**config.mk**
```make
export PLATFORM = sky130hd
export DESIGN_NAME = buzzer_alert_sched
export DESIGN_NICKNAME = d
export VERILOG_FILES = /design/src/rtl/buzzer_alert_sched.sv
export SDC_FILE = /design/constraint.sdc
export NUM_CORES = 1
export LEC_CHECK = 0
export BUFFER_PORTS_ARGS = -buffer_cell sky130_fd_sc_hd__buf_4
export CAP_MARGIN = 20
export CORE_ASPECT_RATIO = 0.5
export CORE_MARGIN = 8
export CORE_UTILIZATION = 55
export CTS_CLUSTER_SIZE = 10
export DETAILED_ROUTE_END_ITERATION = 16
export GPL_ROUTABILITY_DRIVEN = 0
export PLACE_DENSITY = 0.77
export SYNTH_ARGS = -nofsm -noshare
export SYNTH_HDL_FRONTEND = slang
export SYNTH_SLANG_ARGS = --single-unit
```
**constraint.sdc**
```tcl
create_clock -name clk -period 4 [get_ports clk]
set_input_delay 0.6 -clock clk [delete_from_list [all_inputs] [get_ports clk]]
set_output_delay 0.6 -clock clk [all_outputs]
set_load 0.05 [all_outputs]
```
**src/rtl/buzzer_alert_sched.sv**
```systemverilog
// rtl/buzzer_alert_sched.sv - fixed-priority three-requester buzzer scheduler with square-wave tone generation (optional BUZZ_PREEMPT_EN)
module buzzer_alert_sched #(
    parameter int TICK_DIV = 50000,
    parameter int ON_MS    = 100,
    parameter int OFF_MS   = 100,
    parameter int GAP_MS   = 300,
    parameter int PER0     = 6250,
    parameter int PER1     = 12500,
    parameter int PER2     = 25000,
    parameter int BEEPS0   = 3,
    parameter int BEEPS1   = 2,
    parameter int BEEPS2   = 1
) (
    input  logic       clk,
    input  logic       rst,
    input  logic [2:0] req,
    output logic       pwm_wave,
    output logic [2:0] grant,
    output logic [2:0] done,
    output logic       busy,
    output logic [2:0] pending
);

    typedef enum logic [1:0] {S_IDLE, S_ON, S_OFF, S_GAP} state_t;

    localparam logic [31:0] ON_CYC  = 32'(ON_MS * TICK_DIV);
    localparam logic [31:0] OFF_CYC = 32'(OFF_MS * TICK_DIV);
    localparam logic [31:0] GAP_CYC = 32'(GAP_MS * TICK_DIV);

    state_t      state, state_nxt;
    logic [31:0] dur, dur_nxt;
    logic [31:0] phase, phase_nxt, phase_inc;
    logic [31:0] per_cur, half_cur;
    logic [3:0]  beeps, beeps_nxt;
    logic [1:0]  sel, sel_nxt, pick;
    logic        pwm_nxt;
    logic [2:0]  grant_nxt, done_nxt, pending_nxt;
    logic [2:0]  clr_bits, reset_bits;
    logic        preempt;

    function automatic logic [3:0] beeps_of(input logic [1:0] idx);
        case (idx)
            2'd0:    return 4'(BEEPS0);
            2'd1:    return 4'(BEEPS1);
            default: return 4'(BEEPS2);
        endcase
    endfunction

    // Tone period of the requester currently being served.
    always_comb begin
        case (sel)
            2'd0:    per_cur = 32'(PER0);
            2'd1:    per_cur = 32'(PER1);
            default: per_cur = 32'(PER2);
        endcase
        half_cur  = per_cur >> 1;
        phase_inc = (phase == per_cur - 32'd1) ? 32'd0 : phase + 32'd1;
    end

    // Lowest set pending index wins.
    always_comb begin
        pick = 2'd2;
        if (pending[1]) pick = 2'd1;
        if (pending[0]) pick = 2'd0;
    end

    // Abort request from a higher-priority pending bit (only when compiled in).
    always_comb begin
        preempt = 1'b0;
`ifdef BUZZ_PREEMPT_EN
        if (state == S_ON || state == S_OFF)
            preempt = (pending & (grant - 3'd1)) != 3'b000;
`endif
    end

    // Next-state, counter and registered-output logic.
    always_comb begin
        state_nxt  = state;
        dur_nxt    = dur;
        phase_nxt  = phase;
        beeps_nxt  = beeps;
        sel_nxt    = sel;
        pwm_nxt    = 1'b0;
        grant_nxt  = grant;
        done_nxt   = 3'b000;
        clr_bits   = 3'b000;
        reset_bits = 3'b000;
        case (state)
            S_IDLE: begin
                grant_nxt = 3'b000;
                if (pending != 3'b000) begin
                    clr_bits  = 3'b001 << pick;
                    sel_nxt   = pick;
                    grant_nxt = 3'b001 << pick;
                    beeps_nxt = beeps_of(pick);
                    phase_nxt = 32'd0;
                    dur_nxt   = ON_CYC - 32'd1;
                    pwm_nxt   = 1'b1;
                    state_nxt = S_ON;
                end
            end
            S_ON: begin
                if (preempt) begin
                    reset_bits = grant;
                    grant_nxt  = 3'b000;
                    phase_nxt  = 32'd0;
                    dur_nxt    = 32'd0;
                    state_nxt  = S_IDLE;
                end else if (dur == 32'd0) begin
                    beeps_nxt = beeps - 4'd1;
                    phase_nxt = 32'd0;
                    if (beeps != 4'd1) begin
                        dur_nxt   = OFF_CYC - 32'd1;
                        state_nxt = S_OFF;
                    end else begin
                        done_nxt  = grant;
                        grant_nxt = 3'b000;
                        if (GAP_MS == 0) begin
                            dur_nxt   = 32'd0;
                            state_nxt = S_IDLE;
                        end else begin
                            dur_nxt   = GAP_CYC - 32'd1;
                            state_nxt = S_GAP;
                        end
                    end
                end else begin
                    dur_nxt   = dur - 32'd1;
                    phase_nxt = phase_inc;
                    pwm_nxt   = phase_inc < half_cur;
                end
            end
            S_OFF: begin
                if (preempt) begin
                    reset_bits = grant;
                    grant_nxt  = 3'b000;
                    dur_nxt    = 32'd0;
                    state_nxt  = S_IDLE;
                end else if (dur == 32'd0) begin
                    phase_nxt = 32'd0;
                    dur_nxt   = ON_CYC - 32'd1;
                    pwm_nxt   = 1'b1;
                    state_nxt = S_ON;
                end else begin
                    dur_nxt = dur - 32'd1;
                end
            end
            default: begin
                grant_nxt = 3'b000;
                if (dur == 32'd0) state_nxt = S_IDLE;
                else              dur_nxt   = dur - 32'd1;
            end
        endcase
        // A request arriving on the same edge its bit is consumed is re-queued.
        pending_nxt = (pending & ~clr_bits) | req | reset_bits;
    end

    // State and datapath registers.
    always_ff @(posedge clk) begin
        if (rst) begin
            state    <= S_IDLE;
            dur      <= 32'd0;
            phase    <= 32'd0;
            beeps    <= 4'd0;
            sel      <= 2'd0;
            pwm_wave <= 1'b0;
            grant    <= 3'b000;
            done     <= 3'b000;
            pending  <= 3'b000;
        end else begin
            state    <= state_nxt;
            dur      <= dur_nxt;
            phase    <= phase_nxt;
            beeps    <= beeps_nxt;
            sel      <= sel_nxt;
            pwm_wave <= pwm_nxt;
            grant    <= grant_nxt;
            done     <= done_nxt;
            pending  <= pending_nxt;
        end
    end

    assign busy = (state != S_IDLE);

endmodule

```
==> results of run 1 <==
==> state kept, by name, indices dropped and copies added, names as in the netlist <==
signal and cells:
done 3, grant 3, dur 32, pending 3, beeps 4, state 2
phase 32, pwm_wave 1, sel 2
==> through the flow <==
stage               hold slack [ns]  utilization
floorplan                     0.438            -
global placement              0.455        0.581
detailed placement            0.458        0.581
CTS                           0.448        0.616
global route                  0.471        0.616
finish                        0.454        0.616
==> how the worst min path moves through the flow <==
stage                                     from               endpoint  slack, ns  cells after the start
after global routing                    req[1]  pending[1]$_SDFF_PP0_       0.47                      3
after CTS                               req[1]  pending[1]$_SDFF_PP0_       0.45                      3
final                                   req[1]  pending[1]$_SDFF_PP0_       0.45                      3
after detailed placement  dur[21]$_SDFFE_PP0P_   dur[21]$_SDFFE_PP0P_       0.46                      2
after floorplan           dur[21]$_SDFFE_PP0P_   dur[21]$_SDFFE_PP0P_       0.44                      2
after global placement    dur[21]$_SDFFE_PP0P_   dur[21]$_SDFFE_PP0P_       0.45                      2
==> worst min-delay path: stages <==
cell and delay [ns]:
buf_4 0.08, a21oi_1 0.03, nor2_1 0.06
==> synth_stat cells (5+ instances only) <==
library cell | number | area [µm²]
nand2_1 | 33 | 124
nor2_1 | 78 | 293
nand2b_1 | 7 | 43.8
clkbuf_1 | 34 | 128
a31oi_1 | 14 | 87.6
o31ai_1 | 6 | 45.0
nor3_1 | 25 | 125
dfxtp_1 | 82 | 1640
nor3b_1 | 6 | 45.0
nand4_1 | 10 | 62.6
or3_1 | 20 | 125
a21oi_1 | 45 | 225
inv_1 | 11 | 41.3
ha_1 | 15 | 188
nor4_1 | 16 | 100
buf_2 | 7 | 35.0
a311oi_1 | 6 | 52.6
o21ai_0 | 19 | 95.1
or4_1 | 8 | 60.1
a21o_1 | 5 | 37.5
xor2_1 | 14 | 123
nand3_1 | 22 | 110
xnor2_1 | 20 | 175
and4_1 | 9 | 78.8
a22oi_1 | 13 | 97.6
nor2b_1 | 5 | 31.3
and3_1 | 12 | 75.1
==> cell type report <==
cell class	count	area share
Multi-Input combinational cell	479	0.565
Timing Repair Buffer	25	0.0351
Inverter	11	0.00772
Tap cell	117	0.0274
Clock inverter	6	0.0136
Clock buffer	10	0.0447
Sequential cell	82	0.307
==> routing by layer <==
| metal | share of wire | vias up |
|---|---|---|
| met3 | 0.060 | 17 |
| met5 | 0 | - |
| met2 | 0.46 | 171 |
| met1 | 0.46 | 2154 |
| li1 | - | 2270 |
| met4 | 0.014 | 0 |
==> power breakdown <==
part	switching, mW	internal [mW]
clock network	0.367	0.509
logic	0.218	0.122
registers	0.0425	0.855
total	0.627	1.49
==> logic make-up after synthesis <==
group,share of synthesized area
muxes,0.00613
buffers and inverters,0.0485
adders and majority gates,0.0383
AOI/OAI and AO/OA,0.210
and+or+nand+nor,0.301
DFF,0.335
xor gates and xnor gates,0.0608
==> summary.txt, run 1 <==
Status: completed
Pleak: 1.98 nW
Syn Nets: 636
Die width: 149 µm
Share of post-route cells with drive strength above 1: 0.0930
Crit path time final: 3.59 ns
R2R Setup Slk: 0.41 ns
Slowest stage cell, crit path: and3_1
Placed Cells: 714
Setup CP Type: reg2reg
Initial antenna violation count: 0
Final WS setup: 0.406 ns
Final cell count without fillers: 730
Unique masters post-synth: 66
Post-synth EDFFs: 0
Core area: 8680 µm²
CTS max path bufs: 2
Number of synthesized register bits: 82
Vias: 4612
Critical path endpoint category: register
Maximum clock rate: 278 MHz
WP buf/inv: 0
CTS tree: built
Critical Path End: pwm_wave$_SDFF_PP0_
Post-CTS Hold Fix Bufs: 0
Critical Path AT: 3.86 ns
R2R Path End: pwm_wave$_SDFF_PP0_
R2r startpoint: sel[0]$_SDFFE_PP0P_
N_diodes: 0
Finish-stage setup viols: 0
First-pass DRT Iterations: 5
Starting Density: 0.565
Worst r2r path cells: 10
Largest net degree at the start of global routing: 73
Cell Area, Synth: 4900 µm²
Delay-heaviest family, CP: simple AND/OR/NAND/NOR gates
Worst slew margin: 0.469
GR Util All Layers: 0.204
Setup Buffers After CTS: 0
H-tree depth: 3
Fillcell total: 769
Required @ worst endpoint: 4.27 ns
Die ar.: 12400 µm²
Nets: 628
Crit-path cells: nor2_1 > nand2_1 > a2111oi_0 > and3_1 > nor2_1 > ha_1 > a2111oi_0 > nand3_1 > or4_1 > o31ai_1
IO buf count: 15
Synth Area per Inst: 7.96 µm²
Skew final: 0.00764 ns
CP Depth: 10
Critical Path Start Type: register
Clock sinks: 82
Post-synth top flop: dfxtp_1
Design area: 5350 µm²
Post-DR wirelength/cell: 16.5 µm
DIE HEIGHT: 82.8 µm
DPL Wire Length: 8010 µm
IO Pins: 16
Via density: 6.32
GR Util met1: 0.267
GRT met2 Usage: 0.333
Area growth syn-to-layout: 9.17%
First DRT Iteration DRCs: 480
Worst-Margin Slew: 0.797 ns
Commonest non-fill, non-tap cell in the layout: dfxtp_1
Clock Pin Slew Worst Setup and Hold Paths: 0.07 ns
CTS buffer count: 9
GR peak layer: met2
Mapped Cells: 616
Drt total wl: 12100 µm
Multi-input gate area: 3020 µm²
PwrDens: 395 nW/µm²
Post-DRT Antenna Nets: 0
Placed inst area: 5040 µm²
Worst slack, placed: 0.462 ns
Met3 global-route usage: 0.0413
Clock latency on the worst-skew pair: 0.35 ns
Fraction of registers with async set/reset: 0
Peak VDD IR: 291 µV
Post-route DRC: 0
Vias in the first global route: 4111
YS warnings: 0
FF/Latch Area: 1640 µm²
Crit path largest cell delay: 0.57 ns
Tot Pwr: 2.11 mW
Worst hold path type: in2reg
Total gr overflow: 0
Global-route wire length before repair: 20400 µm
Placement Rows: 24
Maxcap violations: 0
Final hold violations: 0
RSZ-0062 raised after global routing: no
Most frequent cells in the layout: 82 x dfxtp_1, 78 x nor2_1, 45 x a21oi_1, 33 x nand2_1
Crit Path Max Fanout: 14
Post-cts sizing count: 0
Slew Viols, Final: 0
Crit share post-route: 0.899
CTS root buffer: clkbuf_16
Seq/Total Area, Yosys: 0.335
CP startpoint: sel[0]$_SDFFE_PP0P_
Sum Neg Setup Slack: 0 ns
No activity file was read; power rests on OpenSTA's default activity.
==> run 2, diff against run 1 <==
==> constraint.sdc (replaced) <==
create_clock -name clk -period 4.65 [get_ports clk]
set_input_delay 0.6975 -clock clk [delete_from_list [all_inputs] [get_ports clk]]
set_output_delay 0.6975 -clock clk [all_outputs]
set_load 0.05 [all_outputs]
==> run 2 against run 1 <==
Compared with the run above: critical path depth up 1; global-route usage down 0.20 points; final cell count down 0.68%; sequential share of layout area up 0.12 points; critical endpoint unchanged; largest cell class unchanged.
==> summary.txt, run 2 (synthesized netlist as in run 1, its figures left out) <==
Placed Cells: 709 (-0.70%)
Post-DR wirelength/cell: 16.5 µm (-0.30%)
Starting Density: 0.565 (unchanged)
Most frequent cells in the layout: 82 x dfxtp_1, 78 x nor2_1, 45 x a21oi_1, 33 x nand2_1, 25 x nor3_1
Crit share post-route: 0.789 (-0.109)
Tot Pwr: 1.83 mW (-13%)
CTS buffer count: 9 (unchanged)
Switching power: 0.523 mW (-17%)
Sum Neg Setup Slack: 0 ns (unchanged)
Hold depth: 2 (-1)
Die width: 149 µm (unchanged)
Post-cts sizing count: 0 (unchanged)
Sw frac: 0.285 (-0.0115)
Crit path time final: 3.67 ns (+0.0756 ns)
Clock sinks: 82 (unchanged)
Post-CTS Hold Fix Bufs: 0 (unchanged)
CTS root buffer: clkbuf_16
Critical Path Start Type: register
Commonest non-fill, non-tap cell in the layout: dfxtp_1
Design area: 5330 µm² (-0.40%)
CTS max path bufs: 2 (unchanged)
GR peak layer: met2
IO Pins: 16 (unchanged)
Vias: 4593 (-0.41%)
Gate power share: 0.155 (-0.006)
Sequential power share: 0.422 (-0.003)
DPL Wire Length: 7970 µm (-0.45%)
R2R Path End: pwm_wave$_SDFF_PP0_
Skew final: 0.00511 ns (-0.00253 ns)
Nets: 623 (-0.80%)
Core area: 8680 µm² (unchanged)
Post-route DRC: 0 (unchanged)
R2r startpoint: sel[1]$_SDFFE_PP0P_
Fillcell total: 762 (-0.91%)
Area growth syn-to-layout: 8.73%
GR Util met1: 0.258 (-0.00934)
Clock Pin Slew Worst Setup and Hold Paths: 0.06 ns (about the same)
H-tree depth: 3 (unchanged)
First DRT Iteration DRCs: 470 (-2.1%)
Hold Path Origin: dur[21]$_SDFFE_PP0P_
Placement Rows: 24 (unchanged)
Crit Path Max Fanout: 14 (unchanged)
PwrDens: 344 nW/µm² (-13%)
Drt total wl: 11900 µm (-0.98%)
Worst slew margin: 0.267 (-0.202)
Vias in the first global route: 4234 (+3.0%)
Clock latency on the worst-skew pair: 0.34 ns (about the same)
Initial antenna violation count: 0 (unchanged)
Critical Path AT: 3.93 ns (+0.07 ns)
Post-DRT Antenna Nets: 0 (unchanged)
GR Util All Layers: 0.202 (-0.00202)
Global-route wire length before repair: 20400 µm (about the same)
R2R Setup Slk: 0.98 ns (+0.57 ns)
Clock power share: 0.423 (+0.009)
First-pass DRT Iterations: 5 (unchanged)
GRT met2 Usage: 0.338 (+0.00491)
Required @ worst endpoint: 4.91 ns (+0.64 ns)
Pleak: 1.96 nW (-1.0%)
RSZ-0062 raised after global routing: no
Met3 global-route usage: 0.0440 (+0.00272)
Worst-Margin Slew: 1.10 ns (+0.303 ns)
Setup Buffers After CTS: 0 (unchanged)
Finish-stage setup viols: 0 (unchanged)
Via density: 6.34 (+0.27%)
Maximum clock rate: 272 MHz (-2.1%)
Largest registers: dur x32, phase x32, beeps x4
Setup CP Type: reg2reg
Total gr overflow: 0 (unchanged)
Worst hold path type: reg2reg
Slew Viols, Final: 0 (unchanged)
Maxcap violations: 0 (unchanged)
Worst r2r path cells: 11 (+1)
Pint: 1.31 mW (-12%)
Largest net degree at the start of global routing: 73 (unchanged)
Status: completed
Final hold violations: 0 (unchanged)
Placed inst area: 5000 µm² (-0.74%)
Die ar.: 12400 µm² (unchanged)
Share of post-route cells with drive strength above 1: 0.0855 (-0.00746)
IO buf count: 15 (unchanged)
Peak VDD IR: 192 µV (-34%)
CTS tree: built
Final cell count without fillers: 725 (-0.68%)
Hold path endpoint: dur[21]$_SDFFE_PP0P_
DIE HEIGHT: 82.8 µm (unchanged)
N_diodes: 0 (unchanged)
Critical path endpoint category: register
==> run 2: changes by cell type in the layout (fill, tap and decap cells not counted) <==
cell	before	now
buf_4	25	20
clkinv_4	1	3
inv_6	3	1
bufinv_16	1	2
clkbuf_8	1	0
==> run 2: area by class of cell <==
cell class	instances	area (µm²)	share of cell area
timing repair buffer	20	150	0.0282
sequential	82	1640	0.308
inverter	11	41.3	0.00775
clock inverter	7	103	0.0193
tap	117	146	0.0275
multi-input combinational	479	3020	0.567
clock buffer	9	225	0.0423
==> run 2: layer usage <==
layer,share of wire,up-vias
met5,0,-
met4,0.011,0
met3,0.059,19
met2,0.46,154
met1,0.47,2156
li1,-,2264
==> run 2: how the worst max path moves through the flow <==
stage                                   start                   to  cells past startpoint
after floorplan           sel[1]$_SDFFE_PP0P_  pwm_wave$_SDFF_PP0_                     13
after global placement    sel[1]$_SDFFE_PP0P_  pwm_wave$_SDFF_PP0_                     11
after detailed placement  sel[1]$_SDFFE_PP0P_  pwm_wave$_SDFF_PP0_                     11
after CTS                 sel[1]$_SDFFE_PP0P_  pwm_wave$_SDFF_PP0_                     11
after global routing      sel[1]$_SDFFE_PP0P_  pwm_wave$_SDFF_PP0_                     11
final                     sel[1]$_SDFFE_PP0P_  pwm_wave$_SDFF_PP0_                     11
==> run 2: worst max-delay path, cell delays in order (launching register included) <==
cell	delay (ns)
dfxtp_1	0.55
nor2_1	0.18
inv_1	0.11
nand4_1	0.09
a2111oi_0	0.47
and3_1	0.58
nor2_1	0.14
ha_1	0.31
a2111oi_0	0.42
nand3_1	0.12
or4_1	0.40
o31ai_1	0.21
==> run 2: power groups by stage <==
stage	Sequential (mW)	Clock, mW	Combinational (mW)
floorplan	0.793	0	0.213
global placement	0.788	0	0.274
detailed placement	0.788	0	0.281
CTS	0.773	0.789	0.283
global route	0.780	0.828	0.318
finish	0.774	0.776	0.284
==> run 2: per-stage QoR <==
| stage | setup slack (ns) | utilization | hold slack, ns |
|---|---|---|---|
| after floorplan | 1.34 | - | 0.438 |
| after global placement | 1.17 | 0.576 | 0.454 |
| after detailed placement | 1.02 | 0.576 | 0.460 |
| after CTS | 1.00 | 0.614 | 0.471 |
| after global routing | 0.644 | 0.614 | 0.501 |
| final | 0.980 | 0.614 | 0.470 |
==> run 3, diff against run 2 <==
--- a/config.mk
+++ b/config.mk
@@ -13,7 +13,7 @@
 export CTS_CLUSTER_SIZE = 10
 export DETAILED_ROUTE_END_ITERATION = 16
 export GPL_ROUTABILITY_DRIVEN = 0
-export PLACE_DENSITY = 0.77
+export PLACE_DENSITY = 0.8
 export SYNTH_ARGS = -nofsm -noshare
 export SYNTH_HDL_FRONTEND = slang
 export SYNTH_SLANG_ARGS = --single-unit
==> constraint.sdc (replaced) <==
create_clock -name clk -period 3 [get_ports clk]
set_input_delay 0.45 -clock clk [delete_from_list [all_inputs] [get_ports clk]]
set_output_delay 0.45 -clock clk [all_outputs]
set_load 0.05 [all_outputs]
==> run 3 against run 2 <==
Compared with the run above: hold slack got worse by 0.16 ns; first-iteration DRC count rose by 38%; global-route usage rose by 2.7 points; sequential power rose by 55%; final cell count rose by 8.1%; register-to-register slack got worse by 0.94 ns; count of clock-buffer cells in the layout rose by 3; critical endpoint unchanged; largest cell class unchanged; highest routed layer unchanged.
==> summary.txt, run 3 (synthesized netlist as in run 1, its figures left out) <==
Starting Density: 0.565 (unchanged)
Placed Cells: 765 (+7.9%)
Worst slack, placed: -0.0582 ns (-1.08 ns)
Maxcap violations: 0 (unchanged)
PwrDens: 484 nW/µm² (+41%)
Final WS setup: 0.0438 ns (-0.936 ns)
Post-DR wirelength/cell: 18.1 µm (+10%)
First-pass DRT Iterations: 6 (+1)
Initial antenna violation count: 0 (unchanged)
Crit-path cells: buf_6 > nand4_1 > a2111oi_4 > and3_4 > nor2_2 > ha_1 > a2111oi_4 > nand3_1 > or4_1 > o31ai_1
Crit path top cell by count: a2111oi_4
Setup CP Type: reg2reg
Crit path time final: 2.96 ns (-0.714 ns)
Critical Path Start Type: register
Finish-stage setup viols: 0 (unchanged)
Nets: 683 (+9.6%)
Share of post-route cells with drive strength above 1: 0.195 (+0.109)
First DRT Iteration DRCs: 647 (+38%)
CTS root buffer: clkbuf_16
Final hold violations: 0 (unchanged)
Multi-input gate area: 3150 µm² (+4.1%)
Critical path endpoint category: register
Die ar.: 12400 µm² (unchanged)
Largest registers: dur x32, phase x32, beeps x4
Total gr overflow: 0 (unchanged)
Skew final: 0.00686 ns (+0.00174 ns)
Largest net degree at the start of global routing: 50 (-32%)
N_diodes: 0 (unchanged)
Final cell count without fillers: 784 (+8.1%)
DPL Wire Length: 9350 µm (+17%)
Slew Viols, Final: 0 (unchanged)
RSZ-0062 raised after global routing: yes
IO buf count: 15 (unchanged)
CTS max path bufs: 2 (unchanged)
GR Util All Layers: 0.229 (+0.0268)
DIE HEIGHT: 82.8 µm (unchanged)
Placed inst area: 5460 µm² (+9.2%)
Post-CTS Hold Fix Bufs: 0 (unchanged)
IO Pins: 16 (unchanged)
Global-route wire length before repair: 22800 µm (+12%)
Core area: 8680 µm² (unchanged)
Required @ worst endpoint: 3.26 ns (-1.65 ns)
Clock Pin Slew Worst Setup and Hold Paths: 0.06 ns (about the same)
Worst hold path type: in2reg
Crit path largest cell delay: 0.40 ns (-0.18 ns)
Design area: 5910 µm² (+11%)
Worst-Margin Slew: 0.817 ns (-0.283 ns)
Placement Rows: 24 (unchanged)
Pleak: 2.28 nW (+16%)
Post-DRT Antenna Nets: 0 (unchanged)
CTS tree: built
Vias: 5112 (+11%)
WP buf/inv: 1 (unchanged)
Via density: 6.52 (+2.9%)
Vias in the first global route: 4658 (+10%)
Drt total wl: 14200 µm (+19%)
Critical Path AT: 3.22 ns (-0.71 ns)
Clock latency on the worst-skew pair: 0.35 ns (about the same)
Peak VDD IR: 527 µV (+180%)
Area growth syn-to-layout: 20.6%
H-tree depth: 3 (unchanged)
Status: completed
Clock sinks: 82 (unchanged)
CTS buffer count: 9 (unchanged)
Commonest non-fill, non-tap cell in the layout: dfxtp_1
Maximum clock rate: 338 MHz (+24%)
Die width: 149 µm (unchanged)
Crit share post-route: 0.985 (+0.196)
Delay-heaviest family, CP: simple AND/OR/NAND/NOR gates
Post-route DRC: 0 (unchanged)
Crit Path Max Fanout: 8 (-6)
FF/Latch Area: 1650 µm² (+0.53%)
Fillcell total: 666 (-13%)
Worst slew margin: 0.455 (+0.189)
Hold_ws: 0.306 ns (-0.164 ns)
Sum Neg Setup Slack: 0 ns (unchanged)
Slowest stage cell, crit path: dfxtp_1
Most frequent cells in the layout: 77 x dfxtp_1, 76 x buf_4, 75 x nor2_1, 45 x a21oi_1, 33 x nand2_1
run 3: changes by cell type in the layout (fill, tap and decap cells not counted), moves of 3 or more:
cell / before / now
nor2_1: 78 / 75
nor2_2: 0 / 3
a2111oi_4: 0 / 3
dfxtp_1: 82 / 77
dfxtp_2: 0 / 4
buf_4: 20 / 76
a2111oi_0: 3 / 0
run 3: what timing repair did:
| item | CTS | global route |
|---|---|---|
| buffers inserted | 0 | 3 |
| gates resized for setup | 6 | 20 |
| setup endpoints to repair | 1 | 25 |
| gates cloned | 0 | 1 |
| pin swaps | 0 | 10 |
| endpoints found under the hold margin | 0 | 0 |
run 3: per-stage QoR:
stage	total power, mW	utilization
finish	2.86	0.681
global route	2.97	0.681
CTS	2.84	0.669
detailed placement	1.70	0.629
global placement	1.69	0.629
floorplan	1.56	-
run 3: metal layers:
metal,up-vias,global-route usage,share of wire
met5,-,0,0
met1,2357,0.282,0.41
met2,326,0.390,0.47
met3,44,0.0517,0.10
met4,0,0.0879,0.021
li1,2385,-,-
run 3: final cells by class:
class	count	area share
well taps	117	0.0248
multi-input cells	480	0.532
clock inverters	3	0.00804
inverters	11	0.00699
repair buffers	79	0.105
flip-flops and latches	82	0.279
clock buffers	12	0.0434
run 3: final timing paths:
kind | from | endpoint | slack, ns | cells after the start
max | phase[13]$_SDFFE_PP0P_ | pwm_wave$_SDFF_PP0_ | 0.04 | 10
min | req[0] | pending[0]$_SDFF_PP0_ | 0.31 | 3
max reg2reg | phase[13]$_SDFFE_PP0P_ | pwm_wave$_SDFF_PP0_ | 0.04 | 10
min reg2reg | dur[21]$_SDFFE_PP0P_ | dur[21]$_SDFFE_PP0P_ | 0.46 | 2
run 3: power breakdown:
group	total (mW)	leakage, nW	internal [mW]	switching [mW]
registers	1.20	0.670	1.14	0.0564
logic	0.509	1.46	0.195	0.314
clock network	1.15	0.149	0.691	0.464
run 3: tightest hold or removal path: stages:
cell and delay, ns:
buf_4 0.07, a21oi_1 0.03, nor2_1 0.07
